<file path="src/rtl/serial_pkg.sv">
// Shared types and constants for the serial operand feeder.
// FSM state encoding and the default operand width.
package serial_pkg;

   typedef enum logic {
      IDLE  = 1'b0,
      SHIFT = 1'b1
   } state_e;

   localparam int SERIAL_W_DEFAULT = 8;

endpackage

</file>
<file path="src/rtl/serial_operand_feeder.sv">
// Parallel-to-serial operand feeder for a bit-serial adder, LSB first.
// Optional abort input enabled by defining SERIAL_FEEDER_ABORT_EN.
module serial_operand_feeder
   import serial_pkg::*;
#(
   parameter int WIDTH = SERIAL_W_DEFAULT
) (
   input  logic             clk,
   input  logic             rst,
   input  logic             in_valid,
   output logic             in_ready,
   input  logic [WIDTH-1:0] in_a,
   input  logic [WIDTH-1:0] in_b,
`ifdef SERIAL_FEEDER_ABORT_EN
   input  logic             abort,
`endif
   output logic             a,
   output logic             b,
   output logic             bit_valid,
   output logic             bit_first,
   output logic             bit_last,
   output logic             carry_clr
);

   localparam int CW = $clog2(WIDTH);
   localparam logic [CW-1:0] LAST = CW'(WIDTH - 1);

   state_e           state_q, state_d;
   logic [CW-1:0]    cnt_q, cnt_d;
   logic [WIDTH-1:0] shift_a_q, shift_a_d;
   logic [WIDTH-1:0] shift_b_q, shift_b_d;
   logic             abort_w;
   logic             last_w;

`ifdef SERIAL_FEEDER_ABORT_EN
   assign abort_w = abort;
`else
   assign abort_w = 1'b0;
`endif

   assign last_w = (cnt_q == LAST);

   always_comb begin
      state_d   = state_q;
      cnt_d     = cnt_q;
      shift_a_d = shift_a_q;
      shift_b_d = shift_b_q;
      in_ready  = 1'b1;
      bit_valid = 1'b0;
      a         = 1'b0;
      b         = 1'b0;
      bit_first = 1'b0;
      bit_last  = 1'b0;
      carry_clr = 1'b1;

      unique case (state_q)
         IDLE: begin
            if (in_valid) begin
               state_d   = SHIFT;
               cnt_d     = '0;
               shift_a_d = in_a;
               shift_b_d = in_b;
            end
         end
         SHIFT: begin
            bit_valid = 1'b1;
            a         = shift_a_q[0];
            b         = shift_b_q[0];
            bit_first = (cnt_q == '0);
            bit_last  = last_w;
            carry_clr = last_w | abort_w;
            in_ready  = last_w & ~abort_w;
            if (abort_w) begin
               state_d = IDLE;
               cnt_d   = '0;
            end else if (last_w) begin
               if (in_valid) begin
                  cnt_d     = '0;
                  shift_a_d = in_a;
                  shift_b_d = in_b;
               end else begin
                  state_d = IDLE;
               end
            end else begin
               cnt_d     = cnt_q + 1'b1;
               shift_a_d = shift_a_q >> 1;
               shift_b_d = shift_b_q >> 1;
            end
         end
      endcase

      // Reset masks the outputs in the same cycle so the adder carry clears.
      if (rst) begin
         in_ready  = 1'b1;
         bit_valid = 1'b0;
         a         = 1'b0;
         b         = 1'b0;
         bit_first = 1'b0;
         bit_last  = 1'b0;
         carry_clr = 1'b1;
      end
   end

   always_ff @(posedge clk) begin
      if (rst) begin
         state_q   <= IDLE;
         cnt_q     <= '0;
         shift_a_q <= '0;
         shift_b_q <= '0;
      end else begin
         state_q   <= state_d;
         cnt_q     <= cnt_d;
         shift_a_q <= shift_a_d;
         shift_b_q <= shift_b_d;
      end
   end

endmodule

</file>
<file path="config.mk">
export PLATFORM = sky130hd
export DESIGN_NAME = serial_operand_feeder
export DESIGN_NICKNAME = d
export VERILOG_FILES = /design/src/rtl/serial_pkg.sv /design/src/rtl/serial_operand_feeder.sv
export SDC_FILE = /design/constraint.sdc
export NUM_CORES = 1
export LEC_CHECK = 0
export CORE_MARGIN = 10
export CORE_UTILIZATION = 23
export DETAILED_ROUTE_END_ITERATION = 10
export GPL_TIMING_DRIVEN = 0
export MAX_ROUTING_LAYER = met4
export SYNTH_ARGS = -nofsm -noshare
export SYNTH_HDL_FRONTEND = slang
export SYNTH_SLANG_ARGS = --single-unit
</file>
<file path="constraint.sdc">
create_clock -name clk -period 2.19 [get_ports clk]
set_input_delay 0.438 -clock clk [delete_from_list [all_inputs] [get_ports clk]]
set_output_delay 0.438 -clock clk [all_outputs]
set_load 0.05 [all_outputs]
</file>
### After elaboration in Yosys (flattened, before gate mapping)

Cells that the tools add are included.

| word-level totals | value |
|---|---|
| output and inout port bits | 7 |
| word-level logic and storage cells | 32 |
| bits in registers | 20 |
| bits of input ports | 19 |

| operators by class | value |
|---|---|
| reductions and logical operators | 1 |
| bitwise logic cells | 1 |
| muxes and demuxes | 24 |
| eq/ne operators | 1 |
| add/sub/neg operators | 1 |

Operators by type and width:

| cell | number |
|---|---|
| 8-bit 2-to-1 mux | 4 |
| 8-bit one-hot mux with 2 select lines | 2 |
| 1-bit 2-to-1 mux | 14 |
| 3-bit 2-to-1 mux | 2 |
| 3-bit one-hot mux with 2 select lines | 1 |
| 3-bit by 1-bit adder with 3-bit output (second input constant) | 1 |
| 3-bit == test (second input constant) | 1 |
| 3-bit zero test | 1 |
| 1-bit one-hot mux with 2 select lines | 1 |
| 1-bit inverter | 1 |

### Depth between registers and ports, before layout

| depth | value |
|---|---|
| word-level depth | 3 |
| gate-level depth with buffers | 6 |
| gate-level depth less buffers | 5 |

### Least setup slack after synthesis

OpenSTA, ideal clock, no wires.

| path | value |
|---|---|
| path kind | input to output |
| start | input rst |
| end | output bit_first |
| path buffers | 0 |
| required time | 1.752 ns |
| data arrival time | 1.813 ns |
| cell stages on the path | 2 |
| slack | -0.061 ns |
| cell sequence | nor2b_1 -> and3b_1 |

| on the way | value |
|---|---|
| longest elaborated chain between the ends | 1 |

RTL lines:

| item | line | source |
|---|---|---|
| start: declaration | serial_operand_feeder.sv:9 | `input logic rst,` |
| 1-bit 2-to-1 mux | serial_operand_feeder.sv:93 | `if (rst) begin` |
| end: declaration | serial_operand_feeder.sv:20 | `output logic bit_first,` |

Every way passes these cells.

### Worst setup path after layout

| path | value |
|---|---|
| start | input rst |
| end | output bit_valid |

| on the way | value |
|---|---|
| longest elaborated chain between the ends | 1 |

RTL lines:

| item | line | source |
|---|---|---|
| 1-bit 2-to-1 mux | serial_operand_feeder.sv:93 |  |
| end: declaration | serial_operand_feeder.sv:19 | `output logic bit_valid,` |

Every way passes these cells.

==> impl_results.md <==
- Outcome: complete, no violations
- Register area share after synthesis: 39.3%
- Relative slew slack: 64.6%
- Syn_nets: 123
- Fin cells: 180
- Clock skew: 9.34 ps
- Final wirelength: 2.35 mm
- DR vias: 791
- Cells after Synth: 100
- Post-synthesis cell type count: 21
- CP Max Fanout: 5
- Core area: 4320 um2
- Met1 GRT Util: 8.15%
- Post-synthesis register bit count: 20
- Clock Path Buffers: 2
- Final period util: 98.0%
- First-pass GRT wire length: 3.78 mm
- Sequential Power Share: 47.4%
- Slew @ Worst Pin: 531 ps
- Power Total: 0.854 mW
- DRT iter0 DRCs: 60
- Worst R2R Start: cnt_q[0]
- Post-place setup slack: -367 ps
- Depth of the CTS H-tree: 1
- Final Instance Area: 1370 um2
- Die ar.: 7490 um2
- Pint: 0.635 mW
- Clock transition at path regs: 70 ps
- Worst Path Required: 1750 ps
- FMAX: 466 MHz
- Clock sinks: 20
- Die H: 86.5 um
- CTS buffer count: 3
- Nets: 152
- NetSw: 0.219 mW
- Reg2Reg Capture Point: shift_b_q[3]
- Crit path launch type: input port
- Maxcap violations: 0
- Per-cell routed wire length: 13.1 um
- Setup TNS: 0 ps
- Final slew viol count: 0
- Global-route usage over all layers: 6.33%
- Commonest non-fill, non-tap cell in the layout: dfxtp_1
- Most frequent cells in the layout: dfxtp_1 (20), mux2i_1 (17), nor2_1 (17), clkdlybuf4s50_1 (17), a211oi_2 (10)
- P_leak: 0.576 nW
- GRT met2 Usage: 9.60%
- CP endpoint kind: output pin
- Synth Warn #: 0
- CTS tree: yes
- Chip Width: 86.5 um
- Crit path kind: input port to output pin
- Post-synth top area cell: dfxtp_1
- Reg2reg path depth: 6
- Final hold violations: 0
- Routability cong.: 0.742
- I/O pins: 26
- GR peak layer: met2
- Layout cells sized above 1: 22.7%
- RSZ-0062 raised after global routing: false
- TritonRoute pass-1 iters: 2
- Clk pwr share: 32.7%
- Area share of the largest cell type after synthesis: 39.3%
- Worst setup endpoint: bit_valid
- Final Setup Violations: 0
- Largest net degree at the start of global routing: 12
- Final WS setup: 43.9 ps
- Hold Path Class: flop to flop
- Post-Place Cell Area: 1330 um2
- Sw Share: 25.7%
- Setup Buffers After CTS: 0
- Combinational share of power: 19.9%
- CTS root buf: clkbuf_8
- Largest cells by area after synthesis: dfxtp_1 (39%), mux2i_1 (17%), a211oi_2 (12%)
- ANT cells: 0
- Layout area overhead: 34.9%
- Initial Utilization: 23.6%
- Worst skew pair latency: 260 ps
- Flop-to-flop setup slack: 590 ps
- Worst Setup SP: rst
- Post-Syn Area: 1020 um2
- Fin crit period: 2150 ps
- Initial antenna violation count: 0
- Hold Slack: 499 ps
- Number of global-route vias before repair: 852
- GR Util met3: 1.50%
- Layout Utilization: 31.8%
- DRT antenna net count: 0
- Pwr/cell area: 622 nW/um2
- DP Cell Count: 176
- DP HPWL: 1.82 mm
- Critical Path AT: 1710 ps
- Row count: 24
- Remaining global-route overflow: 0
- IO Port Bufs: 24
- DRC errors left: 0
- Max rail drop VDD: 0.232 mV
- Mapped Avg Cell Area: 10.2 um2
- Routed vias/inst: 4.39
==> cells in the mapped netlist <==
library cell,count
nand2b_1,2
nor2_1,17
a21oi_1,2
a211oi_2,10
and2_1,3
mux2i_1,17
buf_2,3
or3b_1,1
or3_1,1
dfxtp_1,20
inv_1,2
nand2_1,2
nor3_1,2
and3b_1,1
a211oi_1,4
buf_4,2
buf_6,2
ha_1,4
nor2b_1,3
buf_1,1
nor2b_4,1
==> worst min-delay path by stage <==
| stage | cells past startpoint | endpoint | start |
|---|---|---|---|
| 2_1_floorplan | 2 | shift_a_q[0] | shift_a_q[1] |
| 3_3_place_gp | 2 | shift_b_q[5] | shift_b_q[6] |
| 3_5_place_dp | 2 | shift_a_q[0] | shift_a_q[1] |
| 4_1_cts | 2 | shift_b_q[5] | shift_b_q[6] |
| 5_1_grt | 2 | shift_b_q[5] | shift_b_q[6] |
| 6_report | 2 | shift_b_q[5] | shift_b_q[6] |
==> logic make-up after synthesis <==
kind of cell,after synthesis,share of synthesized area [%]
mux,17,16.7
compound gates,16,16.2
flops,20,39.3
fa+ha+maj,4,4.91
buf+inv,10,6.26
simple gates,33,16.6
==> worst max-delay path, cell delays in order <==
cell and delay, ps:
clkdlybuf4s50_1 460, nor2b_2 240, dlygate4sd2_1 570
==> metal layers <==
metal	wire (um)	part of all wire, %
met5	0	0
met4	19	0.81
met3	73	3.1
met2	1000	43
met1	1250	53
==> final cells by class <==
type	instances	area [um2]
fill	463	2950
tap	52	65.1
sequential	20	400
buffer	8	56.3
multi-input combinational	70	557
inverter	2	7.51
clock buffer	4	55.1
timing repair buffer	24	233
==> registers in the layout, summed over array words and instances, names as in the netlist <==
signal	cells
shift_b_q	8
cnt_q	3
state_q	1
shift_a_q	8
==> power groups by stage <==
stage | Clock (mW) | Combinational [mW] | Sequential [mW]
floorplan | 0 | 0.116 | 0.410
global placement | 0 | 0.172 | 0.413
detailed placement | 0 | 0.175 | 0.414
CTS | 0.285 | 0.173 | 0.405
global route | 0.299 | 0.185 | 0.409
finish | 0.279 | 0.170 | 0.405
==> timing repair <==
action / 4_1_cts / 5_1_grt
endpoints found under the setup margin: 7 / 2
gates resized for setup: 19 / 3
hold endpoints to repair: 0 / 0
hold buffers: 0 / 0
Power figures use the tool's default switching activity.
